`src/rtl/dot_scan_capture.sv`:
```
// Receive side of the 16x16 dot-matrix column-scan link. Rebuilds frames from the
// column stream in a shadow buffer, commits in-order frames to a readable frame
// buffer, and reports completion, change, stability and sequencing errors.
module dot_scan_capture #(
  parameter int unsigned STABLE_FRAMES = 4  // 1..255
) (
  input  logic        clk_i,
  input  logic        rst_ni,
  input  logic        scan_valid_i,
  input  logic [3:0]  scan_col_i,
  input  logic [15:0] scan_row_i,
  input  logic [3:0]  rd_col_i,
  output logic [15:0] rd_data_o,
  output logic        frame_done_o,
  output logic        frame_changed_o,
  output logic        glyph_stable_o,
  output logic        seq_err_o,
  output logic [7:0]  err_cnt_o,
  output logic [7:0]  frame_cnt_o
);

  localparam logic [0:0] StHunt = 1'b0;
  localparam logic [0:0] StCap  = 1'b1;

  localparam logic [7:0] StableMax = 8'(STABLE_FRAMES);

  logic [0:0]  state_q, state_d;
  logic [3:0]  exp_col_q, exp_col_d;
  logic [15:0] shadow_q [16];
  logic [15:0] frame_buf_q [16];
  logic        commit_q, commit_d;
  logic [7:0]  stable_q, stable_d;
  logic [15:0] rd_data_q;
  logic        frame_done_q, frame_changed_q, glyph_stable_q, seq_err_q;
  logic [7:0]  err_cnt_q, frame_cnt_q;

  logic        wr_en;
  logic        bad_col;
  logic        changed;

  // Column sequencing: decide whether this beat is stored, completes a frame, or is an error.
  always_comb begin
    state_d   = state_q;
    exp_col_d = exp_col_q;
    wr_en     = 1'b0;
    bad_col   = 1'b0;
    commit_d  = 1'b0;
    if (scan_valid_i) begin
      unique case (state_q)
        StHunt: begin
          if (scan_col_i == 4'd0) begin
            wr_en     = 1'b1;
            exp_col_d = 4'd1;
            state_d   = StCap;
          end
        end
        StCap: begin
          if (scan_col_i == exp_col_q) begin
            wr_en = 1'b1;
            if (exp_col_q == 4'd15) begin
              commit_d  = 1'b1;
              exp_col_d = 4'd0;
              state_d   = StHunt;
            end else begin
              exp_col_d = exp_col_q + 4'd1;
            end
          end else begin
            bad_col = 1'b1;
            // A stray column 0 is treated as the start of a fresh frame.
            if (scan_col_i == 4'd0) begin
              wr_en     = 1'b1;
              exp_col_d = 4'd1;
            end else begin
              exp_col_d = 4'd0;
              state_d   = StHunt;
            end
          end
        end
        default: begin
          exp_col_d = 4'd0;
          state_d   = StHunt;
        end
      endcase
    end
  end

  // Compare the pending frame with what is currently committed, and derive the stable run.
  always_comb begin
    changed = 1'b0;
    for (int i = 0; i < 16; i++) begin
      if (shadow_q[i] != frame_buf_q[i]) changed = 1'b1;
    end
    if (changed) begin
      stable_d = 8'd1;
    end else if (stable_q < StableMax) begin
      stable_d = stable_q + 8'd1;
    end else begin
      stable_d = stable_q;
    end
  end

  // Capture, commit and status registers.
  always_ff @(posedge clk_i or negedge rst_ni) begin
    if (!rst_ni) begin
      state_q         <= StHunt;
      exp_col_q       <= 4'd0;
      commit_q        <= 1'b0;
      stable_q        <= 8'd0;
      rd_data_q       <= 16'd0;
      frame_done_q    <= 1'b0;
      frame_changed_q <= 1'b0;
      glyph_stable_q  <= 1'b0;
      seq_err_q       <= 1'b0;
      err_cnt_q       <= 8'd0;
      frame_cnt_q     <= 8'd0;
      for (int i = 0; i < 16; i++) begin
        shadow_q[i]    <= 16'd0;
        frame_buf_q[i] <= 16'd0;
      end
    end else begin
      state_q   <= state_d;
      exp_col_q <= exp_col_d;
      commit_q  <= commit_d;
      // Read before the commit lands, so a same-cycle read sees the old frame.
      rd_data_q <= frame_buf_q[rd_col_i];
      if (wr_en) shadow_q[scan_col_i] <= scan_row_i;
      seq_err_q <= bad_col;
      if (bad_col && (err_cnt_q != 8'hFF)) err_cnt_q <= err_cnt_q + 8'd1;
      frame_done_q    <= commit_q;
      frame_changed_q <= commit_q & changed;
      if (commit_q) begin
        for (int i = 0; i < 16; i++) frame_buf_q[i] <= shadow_q[i];
        frame_cnt_q    <= frame_cnt_q + 8'd1;
        stable_q       <= stable_d;
        glyph_stable_q <= (stable_d >= StableMax);
      end
    end
  end

  assign rd_data_o       = rd_data_q;
  assign frame_done_o    = frame_done_q;
  assign frame_changed_o = frame_changed_q;
  assign glyph_stable_o  = glyph_stable_q;
  assign seq_err_o       = seq_err_q;
  assign err_cnt_o       = err_cnt_q;
  assign frame_cnt_o     = frame_cnt_q;

endmodule

```
`config.mk`:
```
export PLATFORM = sky130hd
export DESIGN_NAME = dot_scan_capture
export DESIGN_NICKNAME = d
export VERILOG_FILES = /design/src/rtl/dot_scan_capture.sv
export SDC_FILE = /design/constraint.sdc
export NUM_CORES = 1
export LEC_CHECK = 0
export ABC_CLOCK_PERIOD_IN_PS = 3200
export BUFFER_PORTS_ARGS = -buffer_cell sky130_fd_sc_hd__buf_2
export CORE_MARGIN = 2
export CORE_UTILIZATION = 65
export CTS_BUF_LIST = sky130_fd_sc_hd__clkbuf_4
export DETAILED_ROUTE_END_ITERATION = 10
export PLACE_DENSITY = 0.84
export SLEW_MARGIN = 20
export SYNTH_ARGS = -nofsm -noshare
export SYNTH_HDL_FRONTEND = slang
export SYNTH_SLANG_ARGS = --single-unit
```
`constraint.sdc`:
```
create_clock -name clk_i -period 3.2 [get_ports clk_i]
set_input_delay 0.64 -clock clk_i [delete_from_list [all_inputs] [get_ports clk_i]]
set_output_delay 0.64 -clock clk_i [all_outputs]
set_load 0.05 [all_outputs]
```
==> metrics.cfg <==
[run_status]
status = finished clean

[logic_synthesis]
syn_nets = 1727
ys_seq_elements = 562
synth_cell_type_count = 44
yosysSeqAreaShare_pct = 54.6
syn_area_mm2 = 0.0258
synthCells = 1696
netlist.area_leader.share_pct = 54.6
yosysWarnings = 0
synthTopCellsByArea = dfrtp_1 (55%), mux2_2 (20%), xor2_1 (8.9%)
async_reset_ff_share_pct = 100
synth_edf_count = 0
ys.flop_type = dfrtp_1
synth_largest_area_cell = dfrtp_1
avgSynthCellArea_um2 = 15.2

[clock_tree]
cts_setup_buffers = 0
clk_pin_slew_ns = 0.07
clock_latency_ns = 0.83
cts_htree_levels = 4
cts_made_buffers = 144
tritoncts = built
cts.sinks = 562
clockBufferDepth = 3
cts_root_buffer = clkbuf_4

[global_route]
grtUsageTotal_pct = 34.7
grt_max_degree = 71
overflow = 0
grt_pass1_vias = 16500
grt_pass1_wl_um = 103000
antenna_found_initial = 4

[worst_setup_path]
path_buf_inv = 3
slowest_stage = nor4_2
r2r_cells = 10
end_kind = flip-flop
reg2reg_from = frame_buf_q[53]$_DFFE_PN0P_
criticalPathCategory = flip-flop to flip-flop
cpPeakStageDelay_ns = 0.52
cp_top_family = simple AND/OR/NAND/NOR gates
cpMostUsedCell = buf_4
regToRegEndpoint = stable_q[1]$_DFFE_PN0P_
path_cells = xor2_1 -> nor4_2 -> buf_4 -> nand4_1 -> nor4_1 -> buf_4 -> nand4_1 -> buf_4 -> o21ai_0 -> a22o_1
cp_num_cells = 10
cp_max_fo = 5
startpoint_type = flip-flop
r2r_slack_ns = 0.20
required_ns = 3.96
critPathArrivalTime_ns = 3.76

[placement]
numPortBuffers = 62
place_area_mm2 = 0.0271
gp_congestion = 0.919
hpwl_um = 46700

[floorplan]
die_h_um = 203
io_pins = 63
chipWidth_um = 203
dieArea_mm2 = 0.0412
core-area_mm2 = 0.0389
start_util_pct = 66.2
rows = 72

[timing]
fmax_mhz = 334
fin_setup_tns_ns = 0
fin_skew_ns = 0.0361
slew_violations = 0
setup_viol = 0
hold_viol_final = 0
min_period_over_period_pct = 93.6
rsz0062_at_grt = no
tightest_slew_ns = 0.798
maxSlewHeadroom_pct = 46.3
finalCriticalPeriod_ns = 3.00

[worst_hold_path]
min_path_cells = 3
worstHoldEndpoint = seq_err_o$_DFF_PN0_
hp-class = input pin to flip-flop
min_from = scan_valid_i

[power_and_ir_drop]
switchingPower_mw = 3.43
power_density_mw_per_mm2 = 488
clock_power_share_pct = 42.5
seq_power_share_pct = 51.7
p_sw_share_pct = 24.4
power.leakage_nw = 15.8
internal-power_mw = 10.7
comb_power_share_pct = 5.8
peakVddDrop_uv = 270

[final_layout]
area_delta_synth_final_pct = 12.1
final_area_mm2 = 0.0289
layout.nets = 1911
drive_gt1_share_pct = 46.8

[detailed_routing]
post_drt_wl_per_cell_um = 27.6
antenna_left = 0
via_per_inst = 6.34
drt-initial-drc-count = 1292
num_vias = 15700
drtPass1Iterations = 5
drc = 0
wl_um = 68500

[run]
maxCapViolations = 0

layer usage:
metal  part of all wire [%]  global-route usage, %  vias up
li1                       -                      -     6582
met1                     39                   44.6     8258
met2                     47                   53.3      720
met3                    9.3                   10.9      185
met4                    5.3                   18.7        2
met5                  0.025                      0        -
cells by family (layout without fill, tap and decap cells):
logic type / after synthesis / after routing / synth area share (%)
muxes: 596 / 596 / 29.7
DFF: 562 / 562 / 54.6
xor gates and xnor gates: 274 / 274 / 9.32
and+or+nand+nor: 151 / 151 / 4.08
buffers and inverters: 94 / 359 / 1.75
AOI/OAI and AO/OA: 15 / 15 / 0.379
adders and majority gates: 4 / 4 / 0.194
other: 0 / 3 / 0
flip-flops by register name, summed over array words and instances, names as in the netlist, 4 cells and up:
register	count
frame_cnt_o	8
frame_buf_q	256
shadow_q	256
rd_data_o	16
exp_col_q	4
stable_q	8
err_cnt_o	8
layout by cell type, fill, tap and decap left out, drive strengths merged, types with 2 or more instances in the layout:
master,count
a21oi,3
and2,6
and3,5
buf,126
bufinv,3
clkbuf,209
clkinv,13
dfrtp,562
diode,3
ha,4
inv,7
mux2,515
mux4,80
nand2,14
nand2b,2
nand3,4
nand4,26
nand4b,2
nor2,13
nor3,3
nor4,73
o21ai,5
xnor2,12
xor2,262
worst max path at each step:
stage                                 to  slack, ns                         from
2_1_floorplan  shadow_q[117]$_DFFE_PN0P_       0.43                scan_col_i[0]
4_1_cts          stable_q[1]$_DFFE_PN0P_       0.11  frame_buf_q[53]$_DFFE_PN0P_
3_5_place_dp     stable_q[1]$_DFFE_PN0P_       0.14  frame_buf_q[53]$_DFFE_PN0P_
5_1_grt          stable_q[0]$_DFFE_PN0P_       0.14     shadow_q[64]$_DFFE_PN0P_
3_3_place_gp     stable_q[1]$_DFFE_PN0P_       0.31  frame_buf_q[53]$_DFFE_PN0P_
6_report         stable_q[1]$_DFFE_PN0P_       0.20  frame_buf_q[53]$_DFFE_PN0P_
worst register-to-register path, cell delays in order, from the launching register on:
cell and delay [ns]:
dfrtp_1 0.43, xor2_1 0.25, nor4_2 0.52, buf_4 0.22
nand4_1 0.10, nor4_1 0.32, buf_4 0.18, nand4_1 0.23
buf_4 0.26, o21ai_0 0.24, a22o_1 0.18
repair_timing:
| action | 4_1_cts | 5_1_grt |
|---|---|---|
| endpoints found under the setup margin | 0 | 2 |
| hold endpoints to repair | 60 | 0 |
| resized for setup | 0 | 1 |
| hold buffers | 1 | 0 |
synth_stat cells (2+ instances only):
cell type  number
inv_1           5
clkbuf_1       58
mux2_4         10
nand4_1        25
buf_1           9
nor4_1         69
nor3_4          2
nand2b_1        2
buf_6           8
dfrtp_1       562
nand3_1         4
buf_4           8
buf_2           6
nor4_4          4
a21oi_1         3
mux2_2        464
xnor2_1        12
ha_1            4
o21ai_0         5
mux2_1         41
nor2_1          6
and3_1          5
and2_1          5
nand4b_4        2
nor2_4          6
mux4_2         80
xor2_1        262
nand2_1        13
power by group through the flow:
stage	Combinational, mW	Clock [mW]	Sequential [mW]
3_3_place_gp	0.792	0	7.41
3_5_place_dp	0.811	0	7.42
6_report	0.813	5.99	7.29
5_1_grt	0.872	6.46	7.29
4_1_cts	0.815	6.08	7.28
2_1_floorplan	0.327	0	7.46
stage by stage:
step	hold slack [ns]	power [mW]	utilization (%)	setup slack, ns	std cells
after floorplan	0.344	7.79	-	0.427	1696
after global placement	0.456	8.20	69.7	0.310	2251
after detailed placement	0.463	8.23	69.7	0.141	2251
after CTS	0.176	14.2	74.2	0.112	2479
after global routing	0.211	14.6	74.2	0.138	2480
final	0.230	14.1	74.2	0.204	2482
layout make-up:
| cell class | count | area, µm² |
|---|---|---|
| clock inverter | 18 | 148 |
| fill | 2427 | 10000 |
| inverter | 5 | 18.8 |
| clock buffer | 209 | 1570 |
| antenna | 3 | 7.51 |
| tap | 518 | 648 |
| sequential | 562 | 14100 |
| multi-input combinational | 1040 | 11300 |
| timing repair buffer | 127 | 1170 |
No activity file was read; power rests on OpenSTA's default activity.
